### src/rtl/fetch_pkg.sv
// Shared types and sizing for the instruction-fetch front end.
package fetch_pkg;

    localparam int FETCH_DATA_W = 32;
    localparam int FETCH_ADDR_W = 32;
    localparam int FETCH_DEPTH  = 4;

    localparam int PTR_W = $clog2(FETCH_DEPTH);
    localparam int CNT_W = $clog2(FETCH_DEPTH) + 1;

    typedef struct packed {
        logic [FETCH_ADDR_W-1:0] pc;
        logic [FETCH_DATA_W-1:0] data;
    } fetch_entry_t;

    // Saturating 32-bit accumulate used by the optional performance counters.
    function automatic logic [31:0] sat_add32(input logic [31:0] a, input logic [31:0] b);
        logic [32:0] sum;
        sum = {1'b0, a} + {1'b0, b};
        return sum[32] ? 32'hFFFF_FFFF : sum[31:0];
    endfunction

endpackage

### src/rtl/sync_fifo.sv
// Synchronous FIFO with flush and occupancy count; the head word is presented
// combinationally from storage and is only meaningful while empty is low.
module sync_fifo
    import fetch_pkg::*;
#(
    parameter int WIDTH = 8,
    parameter int DEPTH = FETCH_DEPTH,
    parameter int PW    = PTR_W,
    parameter int CW    = CNT_W
) (
    input  logic             clk,
    input  logic             rst,
    input  logic             push,
    input  logic [WIDTH-1:0] push_data,
    input  logic             pop,
    input  logic             flush,
    output logic [WIDTH-1:0] head,
    output logic [CW-1:0]    count,
    output logic             empty
);

    logic [WIDTH-1:0] mem [DEPTH];
    logic [PW-1:0]    wr_ptr;
    logic [PW-1:0]    rd_ptr;
    logic             do_push;
    logic             do_pop;

    assign empty   = (count == '0);
    assign do_push = push && (count != CW'(DEPTH));
    assign do_pop  = pop && !empty;
    assign head    = mem[rd_ptr];

    always_ff @(posedge clk) begin
        if (!rst) begin
            wr_ptr <= '0;
            rd_ptr <= '0;
            count  <= '0;
        end else if (flush) begin
            wr_ptr <= '0;
            rd_ptr <= '0;
            count  <= '0;
        end else begin
            if (do_push) wr_ptr <= wr_ptr + PW'(1);
            if (do_pop)  rd_ptr <= rd_ptr + PW'(1);
            count <= count + CW'(do_push) - CW'(do_pop);
        end
    end

    // NOTE: storage is deliberately not reset; count alone decides which words are live.
    always_ff @(posedge clk) begin
        if (do_push && !flush) mem[wr_ptr] <= push_data;
    end

endmodule

### src/rtl/fetch_unit.sv
// Instruction-fetch front end: credit-limited sequential requests, prefetch queue,
// redirect with stale-response discard. Define FETCH_PERF_EN for perf counters.
module fetch_unit
    import fetch_pkg::*;
#(
    parameter int                    DATA_WIDTH = FETCH_DATA_W,
    parameter int                    ADDR_WIDTH = FETCH_ADDR_W,
    parameter int                    DEPTH      = FETCH_DEPTH,
    parameter logic [ADDR_WIDTH-1:0] RESET_PC   = '0,
    parameter int                    PC_INC     = 4
) (
    input  logic                  clk,
    input  logic                  rst,
    output logic                  imem_req_valid,
    input  logic                  imem_req_ready,
    output logic [ADDR_WIDTH-1:0] imem_req_addr,
    input  logic                  imem_rsp_valid,
    input  logic [DATA_WIDTH-1:0] imem_rsp_data,
    input  logic                  redirect_valid,
    input  logic [ADDR_WIDTH-1:0] redirect_pc,
    output logic                  instr_valid,
    input  logic                  instr_ready,
    output logic [DATA_WIDTH-1:0] instr_data,
    output logic [ADDR_WIDTH-1:0] instr_pc,
    output logic                  busy
`ifdef FETCH_PERF_EN
    ,
    output logic [31:0]           perf_fetched,
    output logic [31:0]           perf_discarded
`endif
);

    localparam int PW = $clog2(DEPTH);
    localparam int CW = $clog2(DEPTH) + 1;

    logic [ADDR_WIDTH-1:0] fetch_pc, fetch_pc_nxt;
    logic [CW-1:0]         stale, stale_nxt;
    logic [CW-1:0]         outstanding;   // the in-flight pc FIFO occupancy
    logic [CW-1:0]         outstanding_nxt;
    logic [CW-1:0]         q_count;
    logic                  q_empty, pc_empty;
    logic [ADDR_WIDTH-1:0] pc_head;
    fetch_entry_t          q_in, q_head;
    logic                  credit, accept, rsp_ok, keep, drop, deliver;

    assign credit         = ({1'b0, q_count} + {1'b0, outstanding}) < (CW+1)'(DEPTH);
    assign imem_req_valid = rst && credit;
    assign imem_req_addr  = fetch_pc;
    assign accept         = imem_req_valid && imem_req_ready;
    // A response with nothing outstanding is a protocol error and is ignored.
    assign rsp_ok         = imem_rsp_valid && !pc_empty;
    assign keep           = rsp_ok && (stale == '0) && !redirect_valid;
    assign drop           = rsp_ok && !keep;
    assign deliver        = instr_valid && instr_ready;

    assign outstanding_nxt = outstanding + CW'(accept) - CW'(rsp_ok);

    // NOTE: combinational next-state assigns every output first so no latch is inferred.
    always_comb begin
        fetch_pc_nxt = fetch_pc;
        stale_nxt    = stale;
        if (redirect_valid) begin
            fetch_pc_nxt = redirect_pc & ~ADDR_WIDTH'(3);
            stale_nxt    = outstanding_nxt;
        end else begin
            if (accept) fetch_pc_nxt = fetch_pc + ADDR_WIDTH'(PC_INC);
            if (drop)   stale_nxt    = stale - CW'(1);
        end
    end

    // NOTE: state registers use non-blocking assignments so all flops update together.
    always_ff @(posedge clk) begin
        if (!rst) begin
            fetch_pc <= RESET_PC;
            stale    <= '0;
        end else begin
            fetch_pc <= fetch_pc_nxt;
            stale    <= stale_nxt;
        end
    end

    sync_fifo #(.WIDTH(ADDR_WIDTH), .DEPTH(DEPTH), .PW(PW), .CW(CW)) u_pc_fifo (
        .clk       (clk),
        .rst       (rst),
        .push      (accept),
        .push_data (fetch_pc),
        .pop       (rsp_ok),
        .flush     (1'b0),
        .head      (pc_head),
        .count     (outstanding),
        .empty     (pc_empty)
    );

    always_comb begin
        q_in      = '0;
        q_in.pc   = pc_head;
        q_in.data = imem_rsp_data;
    end

    sync_fifo #(.WIDTH($bits(fetch_entry_t)), .DEPTH(DEPTH), .PW(PW), .CW(CW)) u_queue (
        .clk       (clk),
        .rst       (rst),
        .push      (keep),
        .push_data (q_in),
        .pop       (deliver),
        .flush     (redirect_valid),
        .head      (q_head),
        .count     (q_count),
        .empty     (q_empty)
    );

    assign instr_valid = !q_empty;
    assign instr_data  = q_empty ? '0 : q_head.data;
    assign instr_pc    = q_empty ? '0 : q_head.pc;
    assign busy        = (outstanding != '0) || (q_count != '0);

`ifdef FETCH_PERF_EN
    logic [CW-1:0] flushed;
    // Entries still queued after this cycle's delivery are the ones a redirect throws away.
    assign flushed = redirect_valid ? (q_count - CW'(deliver)) : '0;

    always_ff @(posedge clk) begin
        if (!rst) begin
            perf_fetched   <= '0;
            perf_discarded <= '0;
        end else begin
            perf_fetched   <= sat_add32(perf_fetched, 32'(keep));
            perf_discarded <= sat_add32(perf_discarded, 32'(drop) + 32'(flushed));
        end
    end
`endif

endmodule

### config.mk
export PLATFORM = sky130hd
export DESIGN_NAME = fetch_unit
export DESIGN_NICKNAME = d
export VERILOG_FILES = /design/src/rtl/fetch_pkg.sv /design/src/rtl/sync_fifo.sv /design/src/rtl/fetch_unit.sv
export SDC_FILE = /design/constraint.sdc
export NUM_CORES = 1
export LEC_CHECK = 0
export ABC_AREA = 1
export BUFFER_PORTS_ARGS = -buffer_cell sky130_fd_sc_hd__buf_2
export CAP_MARGIN = 20
export CORE_MARGIN = 4
export CORE_UTILIZATION = 63
export CTS_CLUSTER_DIAMETER = 80
export DETAILED_ROUTE_END_ITERATION = 8
export PLACE_DENSITY = 0.88
export SYNTH_ARGS = -nofsm -noshare
export SYNTH_HDL_FRONTEND = slang
export SYNTH_SLANG_ARGS = --single-unit
### constraint.sdc
create_clock -name clk -period 11 [get_ports clk]
set_input_delay 1.1 -clock clk [delete_from_list [all_inputs] [get_ports clk]]
set_output_delay 1.1 -clock clk [all_outputs]
set_load 0.01 [all_outputs]
==> metrics, run 1 <==
DRC viols=0; Worst EP arrival=3.16 ns; GRT Util Overall=0.2606; hold_buf cts=0; EDFF count, synth=368; top achievable clock speed=234.5 MHz; worst hold-check path type=reg2reg; GP Congestion=0.9270; fin crit period=4.264 ns; via count=12125; post-route cell area=19590 µm²; CP max stage delay=0.79 ns; placed cells=1977; Pins Over Slew Limit=0; Critical Path, Cell by Cell=inv_2, buf_4, o21ai_0, a21oi_1, buf_2; critical path type=reg2out; final setup margin=6.736 ns; top cell type's share of synthesized area=0.6426; Final nets=1770; Final Util=0.7288; Synth cell types=32; Die Y=173.2 µm; Core Box Area=26880 µm²; final hold viol count=0; Final setup viols=0; status=finished clean; Worst-Margin Slew=1.091 ns; Post-Syn Instances=1540; I/O pin total=169; clk_lat worst skew=0.54 ns; Port Buffers=162; Synth Area per Inst=11.17 µm²; fin cells=2051; WL final=39630 µm; pwr dens=197.0 nW/µm²; Num CTS Buffers=41; first-pass GRT wire length=62760 µm; FP Rows=60; Die X=173.2 µm; Via density=5.912; CTS root buf=clkbuf_16; async set or reset register ratio after synthesis=0; Tcrit/Tclk final=0.3876; largest cells by area after synthesis=edfxtp_1, nor2_1, o21ai_0; RSZ-0062 raised after global routing=no; cell accounting for the most synthesized area=edfxtp_1; Fin Clk Skew=0.02236 ns; vias in the first global route=12146; synthesized area=17200 µm²; Peak VDD IR=104.6 µV; layout cells sized above 1=0.1509; largest fanout on the critical path=64; CTS tree=done; clock sink count=419; PostCTS Resize Cnt=0; DP Area=18250 µm²; ys flop type=edfxtp_1; H-tree levels=2; origin of the worst min-delay path=u_pc_fifo.rd_ptr[1]$_SDFFE_PN0P_; Post-DP HPWL=22570 µm; CP Launch Type=flip-flop; CP required=9.90 ns; Slew headroom=0.2714; Hold WS=0.4797 ns; drt first pass iters=5; initial antenna violation count=1; largest net degree at the start of global routing=70; Area Overhead vs Synth=13.89%; sequential cell area fraction in the yosys report=0.7019; R2R Path Start=u_queue.count[1]$_SDFF_PP0_; crit end category=primary output; Routed WL per cell=19.32 µm; Slowest-stage cell, CP=inv_2; setup bufs post-CTS=0; Starting Density=0.6399; FF+latch count, synth=419; grt total ovfl=0; Die ar.=30010 µm²; leading cell types in the layout, fill and taps excluded=edfxtp_1, nor2_1, o21ai_0, buf_2, nand2_1; CTS Buffer Depth=3; ANT nets after route=0; Initial DRC Count=1273; Power Total=3.858 mW; final setup TNS=0 ns; LEAKAGE=7.252 nW; max-cap violations=0; antenna cells=0; post-place setup slack=7.314 ns; most common cell after layout, fill and taps aside=edfxtp_1; Syn. warnings=0; Worst-path clk slew=0.06 ns
==> synthesized netlist by cell type, types with 3 or more instances <==
master and count:
o21ai_0 216, buf_1 8, nor3b_1 4, ha_1 18, nor2_1 371, dfxtp_1 51
buf_2 14, a31oi_1 5, nand2_1 134, buf_4 6, xor2_1 7, nand3_1 38
nor3_1 3, xnor2_1 6, a21oi_1 94, nor2_2 4, o21ai_1 3, inv_2 4
edfxtp_1 368, fa_1 3, inv_1 87, o22ai_1 30, clkbuf_1 54
==> power by group <==
part           total, mW  internal, mW  switching, mW
clock               1.39         0.818          0.570
combinational      0.531         0.155          0.376
sequential          1.94          1.88         0.0582
total               3.86          2.85           1.00
==> registers in the layout, indices dropped and copies added, names as in the netlist, named ones only <==
signal and flops:
u_queue.mem 248, imem_req_addr 30, stale 3, u_pc_fifo.rd_ptr 2, u_pc_fifo.count 3, u_pc_fifo.wr_ptr 2, u_pc_fifo.mem 120, u_queue.count 3
u_queue.rd_ptr 2, u_queue.wr_ptr 2
==> logic make-up (layout without fill, tap and decap cells) <==
family,count (synthesis),in the layout,synth area share
compound gates,350,350,0.1047
xor+xnor,13,13,0.006621
fa+ha+maj,21,21,0.01659
buf+inv,174,341,0.04038
flops,419,419,0.7019
other cells,1,4,0.0002181
simple gates,562,562,0.1296
==> per-layer routing <==
metal | track usage | routed length (µm) | vias up
met5 | 0 | 11 | -
met4 | 0.08247 | 918 | 2
met3 | 0.04471 | 3410 | 84
met2 | 0.4476 | 19810 | 633
met1 | 0.3444 | 15490 | 5807
li1 | - | - | 5599
==> final cells by class <==
cell class	count	area, µm²
Tap cell	341	426.7
Clock buffer	49	1077
Timing Repair Buffer	176	915.9
Fill cell	1689	7289
Inverter	91	341.6
Sequential cell	419	12080
Clock inverter	25	260.3
Multi-Input combinational cell	950	4488
==> worst paths after layout <==
kind                                                    end  slack, ns  cells past startpoint
worst max register to register  u_queue.count[2]$_SDFF_PP0_       7.98                     11
worst min-delay path                              flip-flop       0.48                      2
worst max-delay path                           instr_pc[12]       6.74                      5
worst min register to register                    flip-flop       0.48                      2
==> critical path, delay by kind of cell (launching register included) <==
family          cells  cell delay, ns
flops               1            0.52
buf+inv             3            1.57
compound gates      2            0.42
(Power assumes the default switching activity.)
==> run 2, diff against run 1 <==
Settings changed: CORE_UTILIZATION 63 to 59, PLACE_DENSITY 0.88 to 0.84.
Clock period 11 ns to 4.4 ns, I/O delays scaled along.
==> metrics, run 2 (synthesis gave the netlist of run 1 again) <==
clk_lat worst skew=0.54 ns; critical path type=reg2reg; Die ar.=31940 µm²; r2r setup slk=1.54 ns; GRT Util Overall=0.2300; Via density=5.647; Initial DRC Count=989; Peak VDD IR=329.8 µV; Slew headroom=0.3666; crit end category=flip-flop; LEAKAGE=7.248 nW; hold_buf cts=0; largest net degree at the start of global routing=65; H-tree levels=2; Worst-path clk slew=0.06 ns; setup bufs post-CTS=0; CP required=4.86 ns; Routed WL per cell=17.76 µm; grt total ovfl=0; Final Util=0.6842; CP top delay family=simple AND/OR/NAND/NOR gates; most common cell after layout, fill and taps aside=edfxtp_1; GP Congestion=0.9126; CP max stage delay=0.49 ns; Starting Density=0.5992; Area Overhead vs Synth=14.19%; leading cell types in the layout, fill and taps excluded=edfxtp_1, nor2_1, o21ai_0, buf_2, nand2_1; Die Y=178.7 µm; Core Box Area=28700 µm²; drt first pass iters=5; top achievable clock speed=349.4 MHz; Hold WS=0.1137 ns; Fin Clk Skew=0.02065 ns; Num CTS Buffers=40; CTS root buf=clkbuf_16; FP Rows=62; final setup TNS=0 ns; antenna cells=0; Worst-Margin Slew=0.9490 ns; CTS Buffer Depth=3; fin crit period=2.862 ns; max-cap violations=0; status=finished clean; CTS tree=done; Critical Path, Cell by Cell=inv_1, ha_1, nor3b_1, nand3_1, inv_1, ha_1, inv_1, fa_1, xnor2_1, or2_2, a21oi_1; final hold viol count=0; first-pass GRT wire length=57640 µm; Slowest-stage cell, CP=nand3_1; Most common cell on crit path=inv_1; Buf+Inv Stages, Crit Path=3; Tcrit/Tclk final=0.6504; clock sink count=419; CP Launch Type=flip-flop; Port Buffers=162; filler instances=1943; Die X=178.7 µm; Pins Over Slew Limit=0; PostCTS Resize Cnt=0; largest register by flop count=u_queue.mem; Worst EP arrival=3.32 ns; I/O pin total=169; worst hold-check path type=in2reg; WL final=37310 µm; max reg flops=248; via count=11859; RSZ-0062 raised after global routing=no; DRC viols=0; vias in the first global route=11573; largest fanout on the critical path=8; initial antenna violation count=1; Final nets=1776; Post-DP HPWL=22290 µm; pwr dens=480.3 nW/µm²; ANT nets after route=0; Final setup viols=0; layout cells sized above 1=0.1538
==> run 2: cell types whose count changed in the layout (fill, tap and decap cells not counted), moves of 2 or more <==
cell        before  now
buf_12           0    2
buf_4           14   19
bufinv_16        5    2
clkbuf_8         0    2
clkinv_1         9    7
clkinvlp_4       1    3
==> run 2: path summary, 6_finish.rpt <==
path | from | cells past startpoint | to
worst max-delay path | stale[0]$_SDFFE_PN0P_ | 11 | u_queue.count[2]$_SDFF_PP0_
worst min-delay path | imem_rsp_data[6] | 1 | u_queue.mem[3][6]$_DFFE_PP_
worst max register to register | stale[0]$_SDFFE_PN0P_ | 11 | u_queue.count[2]$_SDFF_PP0_
worst min register to register | u_pc_fifo.rd_ptr[0]$_SDFFE_PN0P_ | 1 | u_pc_fifo.rd_ptr[0]$_SDFFE_PN0P_
==> run 2: stage by stage <==
| step | instances | instance area (µm²) | worst slack, ns | total power, mW |
|---|---|---|---|---|
| 6_report | 2100 | 19640 | 1.538 | 9.432 |
| 5_1_grt | 2100 | 19640 | 1.311 | 9.837 |
| 2_1_floorplan | 1543 | 17210 | 0.2187 | 5.740 |
| 3_5_place_dp | 2027 | 18380 | 1.362 | 6.221 |
| 3_3_place_gp | 2027 | 18380 | 1.454 | 6.153 |
| 4_1_cts | 2100 | 19640 | 1.520 | 9.468 |
==> run 2: area by class of cell <==
cell class                      count  area, µm²  share of cell area
Sequential cell                   419      12080              0.6150
Multi-Input combinational cell    950       4488              0.2285
Clock buffer                       51       1084             0.05518
Timing Repair Buffer              183      993.5             0.05059
Tap cell                          384      480.5             0.02447
Inverter                           91      341.6             0.01739
Clock inverter                     22      173.9            0.008856
==> run 2: worst register-to-register path, cell delays in order, from the launching register on <==
cell and delay (ns):
dfxtp_1 0.32, inv_1 0.08, ha_1 0.15, nor3b_1 0.38, nand3_1 0.49, inv_1 0.21
ha_1 0.18, inv_1 0.05, fa_1 0.38, xnor2_1 0.15, or2_2 0.28, a21oi_1 0.11
==> run 2: layer usage <==
layer | wire length [µm] | GRT usage
met3 | 3737 | 0.04682
met4 | 815 | 0.08379
met5 | 11 | 0
met1 | 14630 | 0.2949
met2 | 18120 | 0.3919
==> run 2: report_power, final <==
| part | total, mW | internal, mW | switching, mW |
|---|---|---|---|
| combinational | 1.35 | 0.399 | 0.950 |
| clock | 3.26 | 1.87 | 1.39 |
| sequential | 4.82 | 4.70 | 0.125 |
| total | 9.43 | 6.96 | 2.47 |
==> run 3, diff against run 2 <==
Clock period 4.4 ns to 2.73 ns, I/O delays scaled along.
==> metrics, run 3 (synthesis gave the netlist of run 1 again) <==
status=finished clean; CP Launch Type=flip-flop; vias in the first global route=12160; worst hold-check path type=in2reg; Starting Density=0.5992; Gate power share=0.149; largest fanout on the critical path=64; Top Usage Layer GRT=met2; post-place setup slack=0.2292 ns; pwr dens=768.4 nW/µm²; fin crit period=2.607 ns; CP required=2.46 ns; sequential cell fraction of total power=0.500; Die X=178.7 µm; Buf+Inv Stages, Crit Path=2; met1 Use GR=0.3102; Tcrit/Tclk final=0.9549; CP top delay family=buffers and inverters; met3 usage=0.05019; I/O pin total=169; net switching power=4.039 mW; drt first pass iters=6; crit end category=primary output; Area Overhead vs Synth=17.82%; first-pass GRT wire length=61330 µm; clk_lat worst skew=0.53 ns; clock share of power=0.352; grt total ovfl=0; clock sink count=419; Internal=11.53 mW; largest net degree at the start of global routing=65; Most common cell on crit path=nor2_1; Worst-path clk slew=0.06 ns; Slowest-stage cell, CP=buf_4; Core Box Area=28700 µm²; Critical Path, Cell by Cell=buf_4, nor2_1, nor2_1, o21ai_0, a21oi_1, buf_2; Worst EP arrival=2.33 ns; CTS tree=done; max reg flops=248; Final Util=0.7060; filler instances=1879; Net Sw Frac=0.2594; leading cell types in the layout, fill and taps excluded=edfxtp_1, nor2_1, o21ai_0, buf_2, nand2_1; Port Buffers=162; RSZ-0062 raised after global routing=no; Final nets=1820; GP Congestion=0.9259; Final setup viols=0; LEAKAGE=7.515 nW; setup bufs post-CTS=0; layout cells sized above 1=0.1546; Via density=5.804; Die Y=178.7 µm; CTS root buf=clkbuf_16; Initial DRC Count=1221; max-cap violations=0; Worst-Margin Slew=0.8537 ns; Slew headroom=0.4308; ANT nets after route=0; CTS Buffer Depth=3; Hold WS=0.02752 ns; Peak VDD IR=464.4 µV; critical path type=reg2out; Die ar.=31940 µm²; WL final=40140 µm; H-tree levels=2; initial antenna violation count=1; largest register by flop count=u_queue.mem; final hold viol count=0; hold_buf cts=32; via count=12444; final setup margin=0.1231 ns; top achievable clock speed=383.6 MHz; Pins Over Slew Limit=0; DRC viols=0; CP max stage delay=0.56 ns; PostCTS Resize Cnt=0; Routed WL per cell=18.72 µm; GRT Util Overall=0.2450; Post-DP HPWL=22980 µm; Num CTS Buffers=40; most common cell after layout, fill and taps aside=edfxtp_1; met2 Use GR=0.4240; Fin Clk Skew=0.02071 ns; FP Rows=62
## run 3: layout make-up
class / count / area, µm² / share of cell area
Sequential cell: 419 / 12080 / 0.5960
Multi-Input combinational cell: 950 / 4488 / 0.2215
Timing Repair Buffer: 227 / 1579 / 0.07793
Clock buffer: 53 / 1060 / 0.05230
Tap cell: 384 / 480.5 / 0.02371
Inverter: 91 / 341.6 / 0.01686
Clock inverter: 19 / 235.2 / 0.01161
Antenna cell: 1 / 2.502 / 0.0001235
## run 3: path summary, 6_finish.rpt
path         slack [ns]                                to                             start  cells past startpoint
max                0.12                    instr_data[19]                         flip-flop                      6
min                0.03    imem_req_addr[15]$_SDFFE_PN0P_                   redirect_pc[15]                      3
max reg2reg        0.20     u_pc_fifo.count[1]$_SDFF_PN0_       u_queue.count[2]$_SDFF_PP0_                     10
min reg2reg        0.48  u_pc_fifo.rd_ptr[0]$_SDFFE_PN0P_  u_pc_fifo.rd_ptr[0]$_SDFFE_PN0P_                      1
## run 3: metal layers
metal,up-vias,share of wire
li1,5709,-
met1,5910,0.37
met2,724,0.50
met3,101,0.11
met4,0,0.026
met5,-,0
## run 3: power groups by stage
stage	clock network, mW	registers, mW	logic, mW
2_1_floorplan	0	7.85	1.40
3_3_place_gp	0	7.87	2.14
3_5_place_dp	0	7.89	2.24
4_1_cts	5.51	7.77	2.31
5_1_grt	5.82	7.80	2.58
6_report	5.47	7.78	2.32
## run 3: per-stage QoR
step	std cells	cell area [µm²]	total power, mW	setup TNS (ns)
6_report	2144	20260	15.57	0
5_1_grt	2144	20260	16.19	0
4_1_cts	2143	20260	15.60	0
3_5_place_dp	2039	18650	10.13	0
3_3_place_gp	2039	18650	10.01	0
2_1_floorplan	1543	17230	9.249	-91.58
## run 3: worst register-to-register path, stage by stage (launching register included)
cell and delay (ns):
dfxtp_1 0.41, ha_1 0.27, nor2_1 0.22, nand4_4 0.24, inv_2 0.20, nand2_1 0.25
inv_1 0.14, ha_1 0.18, fa_1 0.41, nand2_1 0.08, inv_1 0.04
